## src/rtl/tdc_hit_if.sv

```systemverilog
// Hit record readout bus: FWFT head record, valid and consumer pop.
interface tdc_hit_if #(
    parameter int DATA_W = 29
) ();
    logic [DATA_W-1:0] hit_data;
    logic              hit_valid;
    logic              hit_ready;

    modport master (output hit_data, output hit_valid, input hit_ready);
    modport slave  (input hit_data, input hit_valid, output hit_ready);
endinterface

```

## src/rtl/tdc_hit_encoder.sv

```systemverilog
// TDC hit encoder: first rise/fall edge finder on the fine-time sample word,
// coarse time stamping and a first-word-fall-through record FIFO.
module tdc_hit_encoder #(
    parameter int SAMPLES    = 32,
    parameter int COARSE_W   = 16,
    parameter int FIFO_DEPTH = 16
) (
    input  logic                          clk,
    input  logic                          rst_n,
    input  logic                          enable,
    input  logic [SAMPLES-1:0]            sample,
    input  logic                          sample_valid,
    tdc_hit_if.master                     hit,
    output logic [$clog2(FIFO_DEPTH):0]   fifo_level,
    output logic [7:0]                    overflow_cnt
);
    localparam int REC_W = COARSE_W + 13;
    localparam int PTR_W = $clog2(FIFO_DEPTH);
    localparam int LVL_W = PTR_W + 1;

    // Lowest set index of an edge vector; 0 when the vector is empty.
    function automatic logic [4:0] first_idx(input logic [SAMPLES-1:0] v);
        logic [4:0] r;
        r = '0;
        for (int i = SAMPLES - 1; i >= 0; i--) begin
            if (v[i]) r = 5'(i);
        end
        return r;
    endfunction

    // Free-running coarse time and last bit of the previous valid word
    logic [COARSE_W-1:0] coarse_q, coarse_d;
    logic                prev_last_q, prev_last_d;

    // Valid shift: [0] word captured, [1] record pending write
    logic [1:0]          vld_pipe_q, vld_pipe_d;

    // Stage 0 capture
    logic [SAMPLES-1:0]  s0_word_q, s0_word_d;
    logic [COARSE_W-1:0] s0_coarse_q, s0_coarse_d;
    logic                s0_prev_q, s0_prev_d;
    logic                s0_en_q, s0_en_d;

    // Stage 1 encoded record
    logic [REC_W-1:0]    s1_rec_q, s1_rec_d;

    // FIFO storage and bookkeeping
    logic [FIFO_DEPTH-1:0][REC_W-1:0] mem_q, mem_d;
    logic [PTR_W-1:0]    wr_ptr_q, wr_ptr_d;
    logic [PTR_W-1:0]    rd_ptr_q, rd_ptr_d;
    logic [LVL_W-1:0]    level_q, level_d;
    logic [7:0]          ovf_q, ovf_d;

    // Edge detection on the stage 0 word
    logic [SAMPLES-1:0]  prior_vec, rise_vec, fall_vec;
    logic                rise_any, fall_any, multi;
    logic                pop, wr_req, full, wr_ok;

    // Capture the incoming word and advance the coarse counter
    always_comb begin
        coarse_d    = coarse_q + COARSE_W'(1);
        prev_last_d = sample_valid ? sample[SAMPLES-1] : prev_last_q;
        s0_word_d   = sample_valid ? sample : s0_word_q;
        s0_coarse_d = sample_valid ? coarse_q : s0_coarse_q;
        s0_prev_d   = sample_valid ? prev_last_q : s0_prev_q;
        s0_en_d     = sample_valid ? enable : s0_en_q;
    end

    // Encode first rising/falling edges; the prior bit of sample 0 comes from the previous word
    always_comb begin
        prior_vec = {s0_word_q[SAMPLES-2:0], s0_prev_q};
        rise_vec  = s0_word_q & ~prior_vec;
        fall_vec  = ~s0_word_q & prior_vec;
        rise_any  = |rise_vec;
        fall_any  = |fall_vec;
        // More than one bit set <=> clearing the lowest set bit leaves something
        multi     = (|(rise_vec & (rise_vec - SAMPLES'(1)))) |
                    (|(fall_vec & (fall_vec - SAMPLES'(1))));
        s1_rec_d  = {multi, rise_any, fall_any, s0_coarse_q,
                     first_idx(rise_vec), first_idx(fall_vec)};
        vld_pipe_d[0] = sample_valid;
        // Only edge-bearing words sampled while enabled become records
        vld_pipe_d[1] = vld_pipe_q[0] & s0_en_q & (rise_any | fall_any);
    end

    // FIFO write/pop; a full FIFO still accepts a write when the head pops the same cycle
    always_comb begin
        pop      = (level_q != '0) & hit.hit_ready;
        wr_req   = vld_pipe_q[1];
        full     = (level_q == LVL_W'(FIFO_DEPTH));
        wr_ok    = wr_req & (~full | pop);
        mem_d    = mem_q;
        if (wr_ok) mem_d[wr_ptr_q] = s1_rec_q;
        wr_ptr_d = wr_ptr_q + PTR_W'(wr_ok);
        rd_ptr_d = rd_ptr_q + PTR_W'(pop);
        level_d  = level_q;
        case ({wr_ok, pop})
            2'b10:   level_d = level_q + LVL_W'(1);
            2'b01:   level_d = level_q - LVL_W'(1);
            default: level_d = level_q;
        endcase
        ovf_d = ovf_q;
        if (wr_req && !wr_ok && ovf_q != 8'hFF) ovf_d = ovf_q + 8'd1;
    end

    // All state, synchronously cleared
    always_ff @(posedge clk) begin
        if (!rst_n) begin
            coarse_q    <= '0;
            prev_last_q <= 1'b0;
            vld_pipe_q  <= '0;
            s0_word_q   <= '0;
            s0_coarse_q <= '0;
            s0_prev_q   <= 1'b0;
            s0_en_q     <= 1'b0;
            s1_rec_q    <= '0;
            mem_q       <= '0;
            wr_ptr_q    <= '0;
            rd_ptr_q    <= '0;
            level_q     <= '0;
            ovf_q       <= '0;
        end else begin
            coarse_q    <= coarse_d;
            prev_last_q <= prev_last_d;
            vld_pipe_q  <= vld_pipe_d;
            s0_word_q   <= s0_word_d;
            s0_coarse_q <= s0_coarse_d;
            s0_prev_q   <= s0_prev_d;
            s0_en_q     <= s0_en_d;
            s1_rec_q    <= s1_rec_d;
            mem_q       <= mem_d;
            wr_ptr_q    <= wr_ptr_d;
            rd_ptr_q    <= rd_ptr_d;
            level_q     <= level_d;
            ovf_q       <= ovf_d;
        end
    end

    assign hit.hit_data  = mem_q[rd_ptr_q];
    assign hit.hit_valid = (level_q != '0);
    assign fifo_level    = level_q;
    assign overflow_cnt  = ovf_q;
endmodule

```

## src/flat_wrapper.sv

```systemverilog
// flat-port wrapper written by rule: the top's interface ports become plain ports
module tdc_hit_encoder_flat 
#(
    parameter int SAMPLES    = 32,
    parameter int COARSE_W   = 16,
    parameter int FIFO_DEPTH = 16
)
  (clk, rst_n, enable, sample, sample_valid, fifo_level, overflow_cnt, hit_hit_data, hit_hit_valid, hit_hit_ready);
  tdc_hit_if #(.DATA_W(29)) hit_i ();
  input  logic clk;
  input  logic rst_n;
  input  logic enable;
  input  logic [SAMPLES-1:0] sample;
  input  logic sample_valid;
  output logic [$clog2(FIFO_DEPTH):0] fifo_level;
  output logic [7:0] overflow_cnt;
  output wire logic [$bits(hit_i.hit_data)-1:0] hit_hit_data;
  output wire logic [$bits(hit_i.hit_valid)-1:0] hit_hit_valid;
  input wire logic [$bits(hit_i.hit_ready)-1:0] hit_hit_ready;
  assign hit_hit_data = hit_i.hit_data;
  assign hit_hit_valid = hit_i.hit_valid;
  assign hit_i.hit_ready = hit_hit_ready;
  tdc_hit_encoder #(.SAMPLES(SAMPLES), .COARSE_W(COARSE_W), .FIFO_DEPTH(FIFO_DEPTH)) u_core (.clk(clk), .rst_n(rst_n), .enable(enable), .sample(sample), .sample_valid(sample_valid), .hit(hit_i), .fifo_level(fifo_level), .overflow_cnt(overflow_cnt));
endmodule
```

## config.mk

```make
export PLATFORM = sky130hd
export DESIGN_NAME = tdc_hit_encoder_flat
export DESIGN_NICKNAME = d
export VERILOG_FILES = /design/src/rtl/tdc_hit_if.sv /design/src/rtl/tdc_hit_encoder.sv /design/src/flat_wrapper.sv
export SDC_FILE = /design/constraint.sdc
export NUM_CORES = 1
export LEC_CHECK = 0
export BUFFER_PORTS_ARGS = -buffer_cell sky130_fd_sc_hd__buf_2
export CORE_MARGIN = 1.5
export CORE_UTILIZATION = 50
export CTS_CLUSTER_DIAMETER = 150
export DETAILED_ROUTE_END_ITERATION = 7
export PLACE_DENSITY = 0.71
export RECOVER_POWER = 50
export SLEW_MARGIN = 10
export SYNTH_ARGS = -nofsm -noshare
export SYNTH_HDL_FRONTEND = slang
export SYNTH_SLANG_ARGS = --single-unit
```

## constraint.sdc

```tcl
create_clock -name clk -period 5.9 [get_ports clk]
set_input_delay 0.885 -clock clk [delete_from_list [all_inputs] [get_ports clk]]
set_output_delay 0.885 -clock clk [all_outputs]
set_load 0.05 [all_outputs]
```

# Word level (Yosys, flattened, before mapping)
# Index checks and enable logic that the tools add are counted.
dict set report word_totals {
  regBits 583
  inputBits 37
  out_inout_bits 43
  word_cells 156
}
dict set report classes {
  n_addsub 8
  n_lt_le_gt_ge 3
  eq_ne 4
  n_mux 68
  bitwise_logic 15
  n_reduce_logical 20
}
# cell n
set op_table {}
lappend op_table {{$bwmux 464} 1}
lappend op_table {{$mux 5} 32}
lappend op_table {{$and 32x32->32} 4}
lappend op_table {{$reduce_or 32->1} 4}
lappend op_table {{$bmux 29 s4} 1}
lappend op_table {{$demux 29 s4} 1}
lappend op_table {{$mux 4} 16}
lappend op_table {{$not 32->32} 2}
lappend op_table {{$sub 32x1->32 const B} 2}
lappend op_table {{$mux 29} 2}
lappend op_table {{$reduce_or 17->1} 2}
lappend op_table {{$mux 3} 8}
lappend op_table {{$reduce_or 9->1} 2}
lappend op_table {{$add 16x1->16 const B} 1}
lappend op_table {{$lt 4x5->1 const B} 2}
lappend op_table {{$pmux 5 s2} 1}
lappend op_table {{$reduce_or 5->1} 2}
lappend op_table {{$add 4x1->4} 2}
lappend op_table {{$add 8x1->8 const B} 1}
lappend op_table {{$mux 2} 4}
lappend op_table {{$ne 8x8->1 const B} 1}
lappend op_table {{$reduce_or 3->1} 2}
lappend op_table {{$add 5x1->5 const B} 1}
lappend op_table {{$eq 5x5->1 const B} 1}
lappend op_table {{13 further kinds} 23}

# Depth between registers and ports, before layout
# Gate-level depths: netlist of the first run.
dict set report depth {
  ltp_word 33
  mapped_depth 12
}

# Worst setup path before layout of the first run
# Ideal clock, no wire load.
dict set report synth_timing {
  path_kind {reg-to-output}
  from {reg u_core.rd_ptr_q[0]}
  to {out hit_hit_data[10]}
  t_arrival_ns 2.307
  required_ns 5.015
  setup_slack_ns 2.708
  path_stages_with_launch 6
  path_buffers 3
  path_cell_list {dfxtp_1 > clkbuf_1 > buf_2 > buf_2 > mux4_2 > mux4_2}
}
dict set report synth_between {
  elab_chain_len 2
}
# item line
set synth_rtl {}
lappend synth_rtl {{start: declaration} tdc_hit_encoder.sv:50} ;# logic [PTR_W-1:0] rd_ptr_q, rd_ptr_d;
lappend synth_rtl {{start signal: assignment} tdc_hit_encoder.sv:133} ;# rd_ptr_q <= rd_ptr_d;
lappend synth_rtl {{$bmux 29 s4} tdc_hit_encoder.sv:139} ;# assign hit.hit_data = mem_q[rd_ptr_q];
lappend synth_rtl {{$mux 29 (not written as such)} tdc_hit_encoder.sv:139}
lappend synth_rtl {{end: declaration} flat_wrapper.sv:17} ;# output wire logic [$bits(hit_i.hit_data)-1:0] hit_hit_data;
# Every way passes these cells. The select of a mux whose other input is x is not followed.

# Worst setup path after layout of the first run
dict set report layout_timing {
  from {reg u_core.rd_ptr_q[0]}
  to {out hit_hit_data[13]}
}
# Same word-level chain as after synthesis.

==> summary.md, run 1 <==
| Metric | Value |
|---|---|
| Max Slew Vio Count | `roughly 380` |
| Port Buf Inserts | `79` |
| Hold Crit Start | `u_core.s0_coarse_q[13]$_SDFFE_PN0P_` |
| Mapped cell area | `roughly 27,000 sq um` |
| # setup viols final | `0` |
| Worst stage delay on the critical path | `0.91 ns` |
| Post-CTS Resized | `0` |
| Clk Latency, worst-skew pair | `0.64 ns` |
| CP most frequent cell | `mux4_2` |
| Worst Tran Pin Value | `4.17 ns` |
| DR vias/cell | `5.93` |
| Mux contribution to synthesized area | `0.138` |
| Worst-path fanout max | `43` |
| Layout Nets | `between 3,000 and 4,000` |
| Full die area | `between 50,000 and 60,000 sq um` |
| Register bit total from synthesis | `roughly 580` |
| Drt total wl | `77,900 microns` |
| Max_cap viols | `9` |
| Pre-CTS setup slack | `between 2 and 2.5 ns` |
| Largest family of logic cells by synthesized area | `simple AND/OR/NAND/NOR gates` |
| Post-synth EDFFs | `0` |
| Fraction of power spent switching nets | `0.231` |
| Flop-to-flop setup slack | `roughly 2.0 ns` |
| FF-to-FF End | `u_core.mem_q[216]$_SDFFE_PN0P_` |
| CP required | `roughly 5 ns` |
| Clock sink count | `around 580` |
| GRT Total Usage | `0.276` |
| Area growth syn-to-layout | `9.49%` |
| CTS Buf Count | `60` |
| Routability cong. | `roughly 0.88` |
| Initial antenna violation count | `0` |
| Vias in the first global route | `21,500` |
| Synthesis Warnings | `0` |
| Area of the multi-input gates | `approximately 14,000 sq um` |
| Hold Fails Final Rpt | `0` |
| Starting Density | `0.507` |
| WHS Endpoint | `u_core.s1_rec_q[23]$_SDFF_PN0_` |
| Leakage Power | `a little under 10 nW` |
| Antenna-violating nets left | `0` |
| GRT overflow | `0` |
| H-tree depth | `2` |
| Psw | `just over 0.002 W` |
| Syn_area_per_cell | `between 8 and 9 sq um` |
| Sum of negative setup slack | `0 ns` |
| Clock network fraction of total power | `0.478` |
| CTS tree | `done` |
| Die height | `237 microns` |
| Row cnt | `85` |
| Fmax | `0.226 GHz` |
| Root buf cell | `clkbuf_16` |
| Total power | `0.00871 W` |
| Synth Area in Adders | `0.00531` |
| Peak supply drop | `approximately 220 uV` |
| Hold Path Stages | `1` |
| CP bufs+invs | `2` |
| Routed vias | `about 22,000` |
| Drt pass-1 iters | `6` |
| Startpoint Class | `flop` |
| CP Class | `reg2out` |
| Commonest non-fill, non-tap cell in the layout | `nand2_1` |
| Yosys cell types | `84` |
| Worst rel slew slack | `-1.78` |
| Crit-path leading delay family | `multiplexers` |
| Detail Placement HPWL | `roughly 48,000 microns` |
| Hold Crit Class | `reg2reg` |
| RSZ-0062 raised after global routing | `no` |
| Final-layout fill cell count | `4,678` |
| Min Hold Slack | `between 0.4 and 0.5 ns` |
| Synth Area in Compound Gates | `0.172` |
| Setup repair bufs after CTS | `0` |
| Layout cells sized above 1 | `0.126` |
| Endpoint class of the critical path | `primary output` |
| Highest-count cells in the layout ignoring fill and taps | `nand2_1, dfxtp_1, a21boi_0, mux4_2, nor2b_1` |
| Register area | `approximately 12,000 sq um` |
| Clk_skew | `between 0.015 and 0.02 ns` |
| Gate power share | `0.055` |
| Post-synthesis sequential area ratio | `0.426` |
| Reg2reg start | `u_core.fifo_level[0]$_SDFFE_PN0P_` |
| Pwr per Cell Area | `291 nW/um^2` |
| DRT iter0 DRCs | `roughly 2,500` |
| Worst Slack Setup Final | `between 1 and 1.5 ns` |
| Internal power | `0.00669 W` |
| CTS Hold Bufs | `0` |
| Final min period | `approximately 4.4 ns` |
| Syn Inst Count | `3,068` |
| FF-to-FF path depth | `9` |
| Final non-filler cell total | `3,703` |
| Run status | `finished with violations` |
| Crit path launch | `u_core.rd_ptr_q[0]$_SDFF_PN0_` |
| Seq pwr share | `0.467` |
| Synthesized net count | `between 3,000 and 4,000` |
| Max stage delay cell, worst path | `dfxtp_4` |
| Tcrit/Tclk final | `0.748` |
| Simple-Gate Fraction of Synth Area | `0.203` |
| Core area | `53,900 sq um` |
| Worst-path cell chain | `buf_4 -> mux4_2 -> mux4_2 -> buf_2` |
| N_diodes | `0` |
| WL/cell | `~21 microns` |
| Global-route wire length before repair | `122,000 microns` |
| Num ports | `80` |
| Failing checks | `capacitance limit, slew limit` |
| Total placed cells including tap cells | `approximately 3,600` |
| Width of the die | `approximately 240 microns` |
| Critical Path AT | `roughly 3.5 ns` |
| Largest net degree at the start of global routing | `approximately 240` |
| Clk slew on worst S/H paths | `about 0.060 ns` |
| Clock Path Buffers | `3` |
| Share of flip-flops with an asynchronous set or reset | `0` |
| Most used flip-flop cell after synthesis | `dfxtp_1` |
| Post-Synth XOR/XNOR Area | `0.00929` |
| DRC violations left | `0` |
## synth_stat cells, drive strengths merged, types with 8 or more instances
master   instances  area, sq um
nand2          997         3740
dfxtp          582        11700
a21boi         469         3520
clkbuf         181          679
mux4           145         3270
buf            114          517
nor2b           87          544
and2            56          350
nor2            52          205
mux2i           50          500
o21ai           34          170
a21oi           32          171
nand3           27          135
inv             22         82.6
xnor2           22          193
nand2b          19          119
nor3            19          106
ha              10          125
nor4             9         62.6
a2111oi          8         77.6
o31ai            8         87.6
or3              8         55.1
## metal layers
layer,global-route usage,wire (microns),vias up
li1,-,-,10200
met1,0.357,31400,10600
met2,0.469,37700,945
met3,0.0349,6000,210
met4,0.111,2860,0
met5,0,0,-
## stage by stage
stage | cell area, sq um | utilization
final | 29900 | 0.555
after global routing | 29900 | 0.555
after CTS | 30000 | 0.557
after detailed placement | 27800 | 0.516
after global placement | 27800 | 0.516
after floorplan | 27300 | -
## area by class of cell
| class | instances | area share |
|---|---|---|
| repair buffers | 120 | 0.0234 |
| inverters | 22 | 0.00276 |
| clock inverters | 35 | 0.0165 |
| clock buffers | 79 | 0.0569 |
| flip-flops and latches | 582 | 0.389 |
| well taps | 696 | 0.0291 |
| multi-input cells | 2169 | 0.482 |
## worst max-delay path by stage
stage	slack [ns]	end	cells after the start
2_1_floorplan	2.71	hit_hit_data[10]	5
3_3_place_gp	2.15	hit_hit_data[13]	4
3_5_place_dp	2.07	hit_hit_data[13]	4
4_1_cts	1.39	hit_hit_data[13]	4
5_1_grt	1.07	u_core.s1_rec_q[21]$_SDFF_PN0_	3
6_report	1.48	hit_hit_data[13]	4
## cells by family after synthesis
| kind of cell | after synthesis |
|---|---|
| AOI/OAI and AO/OA | 629 |
| xor gates and xnor gates | 29 |
| adders and majority gates | 11 |
| buffers and inverters | 317 |
| DFF | 582 |
| muxes | 195 |
| and+or+nand+nor | 1305 |
## sequential cells by signal (all words and copies together), names as in the netlist
name                 count
u_core.mem_q           464
u_core.s0_word_q        32
u_core.s1_rec_q         29
u_core.coarse_q         16
u_core.s0_coarse_q      16
u_core.overflow_cnt      8
u_core.fifo_level        5
u_core.rd_ptr_q          4
u_core.wr_ptr_q          4
u_core.vld_pipe_q        2
u_core.s0_en_q           1
u_core.s0_prev_q         1
## worst reg2reg max path: cells and delay by family (launching register included)
family          cells  cell delay, ns
simple gates        6            1.21
buf+inv             2            1.91
compound gates      1            0.25
flops               1            0.42
## power by group through the flow
stage	clock network (W)	logic, W	registers (W)
final	0.00417	0.000476	0.00407
after global placement	0	0.000458	0.00415
after floorplan	0	0.000436	0.00406
after global routing	0.00437	0.000516	0.00407
after CTS	0.00423	0.000466	0.00406
after detailed placement	0	0.000464	0.00415
Note: power is estimated with default switching activity, not from simulation.
==> run 2, diff against run 1 <==
clock period = 4.3 ns   (was 5.9 ns; I/O delays follow)
==> run 2 against run 1 <==
Effect of this change: the flow still finishes with violations (capacitance limit, slew limit); clock skew grew 0.0034 ns; critical path depth grew 5; register-to-register slack lost 1.5 ns; global-route usage is essentially flat; worst hold slack lost 0.19 ns; via count grew 0.91%; sequential cell count is the same; largest power group unchanged; highest routed layer unchanged.
==> summary.md, run 2 (synthesized netlist as in run 1, its figures left out) <==
| Metric | Value |
|---|---|
| Run status | `finished with violations` |
| Failing checks | `capacitance limit, slew limit` |
| # setup viols final | `0` |
| Routed vias | `approximately 22,000` |
| WL/cell | `21.0 microns` |
| CTS Buf Count | `61` |
| Worst stage delay on the critical path | `about 1.5 ns` |
| CTS Hold Bufs | `0` |
| Layout cells sized above 1 | `0.132` |
| Starting Density | `0.507` |
| Total power | `0.0118 W` |
| Max stage delay cell, worst path | `clkbuf_1` |
| Largest net degree at the start of global routing | `between 150 and 200` |
| Post-place instance area | `28,000 sq um` |
| Pwr per Cell Area | `392 nW/um^2` |
| Worst rel slew slack | `-0.876` |
| FF-to-FF End | `u_core.mem_q[403]$_SDFFE_PN0P_` |
| Peak supply drop | `approximately 330 uV` |
| Final-layout fill cell count | `about 4,700` |
| Highest-count cells in the layout ignoring fill and taps | `nand2_1, dfxtp_1, a21boi_0, mux4_2, nor2b_1` |
| Vias in the first global route | `21,500` |
| Clock sink count | `around 580` |
| Hold Fails Final Rpt | `0` |
| DRC violations left | `0` |
| Hold Path Stages | `3` |
| Area growth syn-to-layout | `10.2%` |
| Setup repair bufs after CTS | `0` |
| Final min period | `3.79 ns` |
| Worst-path cell chain | `nor4_1 -> nand3b_1 -> nand2_1 -> nor2_1 -> and2_0 -> nand3_1 -> clkbuf_1 -> nand2_1 -> a21boi_0` |
| Worst Tran Pin Value | `between 2 and 3 ns` |
| Leakage Power | `around 10 nW` |
| Clk Latency, worst-skew pair | `about 0.64 ns` |
| Max reg flops | `464` |
| GRT overflow | `0` |
| CP Depth | `9` |
| Routability cong. | `between 0.9 and 1` |
| Fmax | `~0.26 GHz` |
| Sum of negative setup slack | `0 ns` |
| Clock Path Buffers | `3` |
| Clk slew on worst S/H paths | `~0.060 ns` |
| DR vias/cell | `roughly 6` |
| Max Slew Vio Count | `approximately 200` |
| Startpoint Class | `flop` |
| Die height | `~240 microns` |
| RSZ-0062 raised after global routing | `no` |
| Antenna-violating nets left | `0` |
| Num ports | `80` |
| GRT Total Usage | `0.276` |
| Initial antenna violation count | `1` |
| Clk_skew | `0.0217 ns` |
| Full die area | `approximately 56,000 sq um` |
| Crit path launch | `u_core.fifo_level[0]$_SDFFE_PN0P_` |
| CP most frequent cell | `nand2_1` |
| Drt total wl | `78,200 microns` |
| Port Buf Inserts | `between 70 and 80` |
| Critical Path AT | `around 4.3 ns` |
| CP required | `4.85 ns` |
| Layout Nets | `just over 3,000` |
| Global-route wire length before repair | `about 120,000 microns` |
| Final Cell Area | `approximately 30,000 sq um` |
| CP bufs+invs | `1` |
| Width of the die | `roughly 240 microns` |
| N_diodes | `0` |
| Core area | `53,900 sq um` |
| Min Hold Slack | `0.274 ns` |
| Row cnt | `85` |
| Worst-path fanout max | `25` |
| Post-CTS Resized | `0` |
| Hold Crit Class | `in2reg` |
| Final core occ | `0.559` |
| Detail Placement HPWL | `approximately 48,000 microns` |
| Most flop-heavy register | `u_core.mem_q` |
| CTS tree | `done` |
| Crit-path leading delay family | `simple AND/OR/NAND/NOR gates` |
| Endpoint class of the critical path | `flop` |
| Worst setup path endpoint | `u_core.mem_q[403]$_SDFFE_PN0P_` |
| Commonest non-fill, non-tap cell in the layout | `nand2_1` |
| CP Class | `reg2reg` |
| Flop-to-flop setup slack | `0.51 ns` |
| DRT iter0 DRCs | `between 2,000 and 2,500` |
| Tcrit/Tclk final | `0.880` |
| Max_cap viols | `2` |
| Drt pass-1 iters | `5` |
| H-tree depth | `2` |
| Reg2reg start | `u_core.fifo_level[0]$_SDFFE_PN0P_` |
| Root buf cell | `clkbuf_16` |
| Biggest regs | `u_core.mem_q x464, u_core.s0_word_q x32, u_core.s1_rec_q x29` |
| FF-to-FF path depth | `9` |
==> run 2: cell types whose count changed in the layout (fill, tap and decap cells not counted), moves of 3 or more <==
| cell | change |
|---|---|
| bufinv_16 | -4 |
| nor2_1 | -5 |
| buf_12 | +6 |
| and2_0 | -23 |
| nor2_2 | +5 |
| clkbuf_2 | +3 |
| clkbuf_8 | +4 |
| and2_1 | +23 |
| buf_4 | +12 |
| clkinv_2 | -10 |
==> run 2: how the worst min path moves through the flow <==
stage	from	to	slack [ns]
5_1_grt	sample[13]	u_core.s0_word_q[13]$_SDFFE_PN0P_	0.26
3_3_place_gp	u_core.s0_coarse_q[3]$_SDFFE_PN0P_	u_core.s1_rec_q[13]$_SDFF_PN0_	0.44
2_1_floorplan	u_core.vld_pipe_q[0]$_SDFF_PN0_	u_core.vld_pipe_q[1]$_SDFF_PN0_	0.42
6_report	sample[6]	u_core.s0_word_q[6]$_SDFFE_PN0P_	0.27
3_5_place_dp	u_core.s0_coarse_q[15]$_SDFFE_PN0P_	u_core.s1_rec_q[25]$_SDFF_PN0_	0.44
4_1_cts	sample[0]	u_core.s0_word_q[0]$_SDFFE_PN0P_	0.25
==> run 2: worst register-to-register path: stages (launching register included) <==
cell and delay, ns:
dfxtp_1 0.36, nor4_1 0.38, nand3b_1 0.18, nand2_1 0.27, nor2_1 0.11, and2_0 0.21
nand3_1 0.30, clkbuf_1 1.48, nand2_1 0.15, a21boi_0 0.28
==> run 2: power breakdown <==
group          switching [W]  leakage (nW)  internal, W
combinational       0.000364          4.20     0.000301
sequential          0.000137          4.70      0.00543
clock                0.00222          1.06      0.00336
==> run 2: metal layers <==
layer | routed length, microns | part of all wire | up-vias | track usage
met5 | 0 | 0 | - | 0
met2 | 37700 | 0.48 | 956 | 0.464
met4 | 2760 | 0.035 | 0 | 0.113
met3 | 5530 | 0.071 | 197 | 0.0367
li1 | - | - | 10200 | -
met1 | 32200 | 0.41 | 10800 | 0.360
==> run 2: final cells by class <==
cell class | instances | area, sq um | area share
inverter | 22 | 82.6 | 0.00274
sequential | 582 | 11700 | 0.387
clock buffer | 91 | 1830 | 0.0608
tap | 696 | 871 | 0.0289
clock inverter | 22 | 332 | 0.0110
multi-input combinational | 2169 | 14500 | 0.480
timing repair buffer | 134 | 887 | 0.0294
==> run 2: metrics by stage <==
stage	setup slack, ns	std cells
global placement	1.28	3603
detailed placement	1.26	3603
global route	0.301	3716
CTS	0.580	3716
floorplan	1.28	3068
finish	0.515	3716
==> run 3, diff against run 2 <==
clock period = 4.2 ns   (was 4.3 ns; I/O delays follow)
==> run 3 against run 2 <==
Effect of this change: the run still ends with capacitance limit, slew limit left; total power increased by 2.4%; worst hold slack got worse by 0.022 ns; largest cell class unchanged; final area about the same.
==> summary.md, run 3 (synthesized netlist as in run 1, its figures left out) <==
| Metric | Value |
|---|---|
| GRT Total Usage | `0.283` |
| Core area | `approximately 54,000 sq um` |
| CP Class | `reg2reg` |
| Global-route wire length before repair | `between 100,000 and 150,000 microns` |
| CP required | `roughly 4.8 ns` |
| Fmax | `around 0.27 GHz` |
| # setup viols final | `0` |
| CTS Hold Bufs | `0` |
| Worst rel slew slack | `-1.06` |
| Drt pass-1 iters | `5` |
| Final core occ | `0.559` |
| Final min period | `roughly 3.8 ns` |
| Run status | `finished with violations` |
| Root buf cell | `clkbuf_16` |
| Psw | `0.00282 W` |
| Full die area | `56,100 sq um` |
| Max_cap viols | `4` |
| DRT iter0 DRCs | `approximately 2,000` |
| Max Slew Vio Count | `238` |
| Met1 Resource Use GR | `0.366` |
| Seq pwr share | `0.471` |
| Clock Path Buffers | `3` |
| Largest net degree at the start of global routing | `between 150 and 200` |
| Gate power share | `0.056` |
| CTS tree | `done` |
| Critical Path AT | `~4.3 ns` |
| Sum of negative setup slack | `0 ns` |
| Worst-path fanout max | `22` |
| Antenna-violating nets left | `0` |
| RSZ-0062 raised after global routing | `no` |
| Starting Density | `0.507` |
| Max stage delay cell, worst path | `clkbuf_1` |
| Drt total wl | `about 80,000 microns` |
| M2 GR Usage | `0.470` |
| Worst Tran Pin Value | `between 3 and 4 ns` |
| Setup repair bufs after CTS | `0` |
| Worst-path cell chain | `nor4_1 -> nand3b_1 -> nand2_1 -> nor2_1 -> and2_0 -> nand3_1 -> clkbuf_1 -> nand2_1 -> a21boi_0` |
| Clk Latency, worst-skew pair | `approximately 0.64 ns` |
| Layout Nets | `slightly above 3,000` |
| CTS Buf Count | `60` |
| Crit-path leading delay family | `simple AND/OR/NAND/NOR gates` |
| Layout cells sized above 1 | `0.133` |
| Startpoint Class | `flop` |
| Port Buf Inserts | `between 70 and 80` |
| Clk slew on worst S/H paths | `around 0.060 ns` |
| Total placed cells including tap cells | `between 3,000 and 4,000` |
| Highest-count cells in the layout ignoring fill and taps | `nand2_1, dfxtp_1, a21boi_0, mux4_2, nor2b_1` |
| Final-layout fill cell count | `~4,700` |
| Pwr per Cell Area | `402 nW/um^2` |
| GRT overflow | `0` |
| Internal power | `around 0.0093 W` |
| Failing checks | `capacitance limit, slew limit` |
| Clk_skew | `0.0128 ns` |
| Clock sink count | `between 500 and 600` |
| Biggest regs | `u_core.mem_q x464, u_core.s0_word_q x32, u_core.s1_rec_q x29` |
| H-tree depth | `2` |
| Fraction of power spent switching nets | `0.233` |
| WL/cell | `21.4 microns` |
| DR vias/cell | `5.93` |
| Register area | `between 10,000 and 15,000 sq um` |
| Area growth syn-to-layout | `10.2%` |
| Row cnt | `85` |
| Peak supply drop | `around 350 uV` |
| Width of the die | `237 microns` |
| Leakage Power | `~10 nW` |
| Commonest non-fill, non-tap cell in the layout | `nand2_1` |
| Endpoint class of the critical path | `flop` |
| Post-CTS Resized | `0` |
| Initial antenna violation count | `1` |
| Final non-filler cell total | `around 3,700` |
| Worst stage delay on the critical path | `between 1 and 1.5 ns` |
| Routability cong. | `0.904` |
| Tcrit/Tclk final | `0.896` |
| Max reg flops | `~460` |
| Hold Fails Final Rpt | `0` |
| Num ports | `80` |
| M3 GR Usage | `0.0427` |
| Area of the multi-input gates | `14,500 sq um` |
| Detail Placement HPWL | `49,100 microns` |
| CP most frequent cell | `nand2_1` |
| Routed vias | `about 22,000` |
| Clock network fraction of total power | `0.473` |
| DRC violations left | `0` |
| Most Used Layer, Global Route | `met2` |
| Vias in the first global route | `roughly 22,000` |
| Hold Crit Class | `in2reg` |
| CP bufs+invs | `1` |
| Die height | `237 microns` |
| Most flop-heavy register | `u_core.mem_q` |
run 3: cell count changes in the layout (fill, tap and decap cells not counted), sizes merged:
| cell | previous run | this run |
|---|---|---|
| bufinv | 7 | 8 |
| diode | 0 | 1 |
| buf | 114 | 111 |
| clkbuf | 111 | 105 |
| inv | 25 | 24 |
| clkinvlp | 2 | 7 |
run 3: final cells by class:
class / instances / share of cell area
multi-input combinational: 2169 / 0.480
tap: 696 / 0.0289
clock buffer: 83 / 0.0584
sequential: 582 / 0.387
antenna: 1 / 0.0000830
timing repair buffer: 133 / 0.0303
inverter: 22 / 0.00274
clock inverter: 27 / 0.0126
run 3: final timing paths:
| path | slack, ns | depth (start not counted) | to | startpoint |
|---|---|---|---|---|
| hold reg to reg | 0.45 | 1 | u_core.s1_rec_q[18]$_SDFF_PN0_ | u_core.s0_coarse_q[8]$_SDFFE_PN0P_ |
| setup / recovery | 0.44 | 9 | u_core.mem_q[391]$_SDFFE_PN0P_ | u_core.fifo_level[0]$_SDFFE_PN0P_ |
| hold / removal | 0.25 | 3 | u_core.s0_word_q[24]$_SDFFE_PN0P_ | sample[24] |
| setup reg to reg | 0.44 | 9 | u_core.mem_q[391]$_SDFFE_PN0P_ | u_core.fifo_level[0]$_SDFFE_PN0P_ |
run 3: power by group through the flow:
stage	combinational, W	sequential [W]	clock [W]
2_1_floorplan	0.000613	0.00571	0
3_3_place_gp	0.000662	0.00582	0
3_5_place_dp	0.000668	0.00582	0
4_1_cts	0.000671	0.00570	0.00579
5_1_grt	0.000737	0.00571	0.00605
6_report	0.000679	0.00570	0.00572
run 3: per-stage QoR:
step                      setup slack, ns  power [W]  instance area (sq um)  hold WS, ns
after global routing                0.235     0.0125                  30100        0.250
after global placement               1.21    0.00648                  28100        0.440
after floorplan                      1.18    0.00632                  27300        0.416
final                               0.435     0.0121                  30100        0.253
after detailed placement             1.18    0.00649                  28100        0.440
after CTS                           0.500     0.0122                  30200        0.235
run 3: worst register-to-register path: stages, from the launching register on:
cell and delay [ns]:
dfxtp_1 0.36, nor4_1 0.38, nand3b_1 0.18, nand2_1 0.25, nor2_1 0.10, and2_0 0.20
nand3_1 0.37, clkbuf_1 1.45, nand2_1 0.15, a21boi_0 0.26
run 3: routing by layer:
layer | wire (microns) | vias up
li1 | - | 10200
met1 | 32400 | 10700
met2 | 37600 | 947
met3 | 6250 | 209
met4 | 3180 | 0
met5 | 0 | -
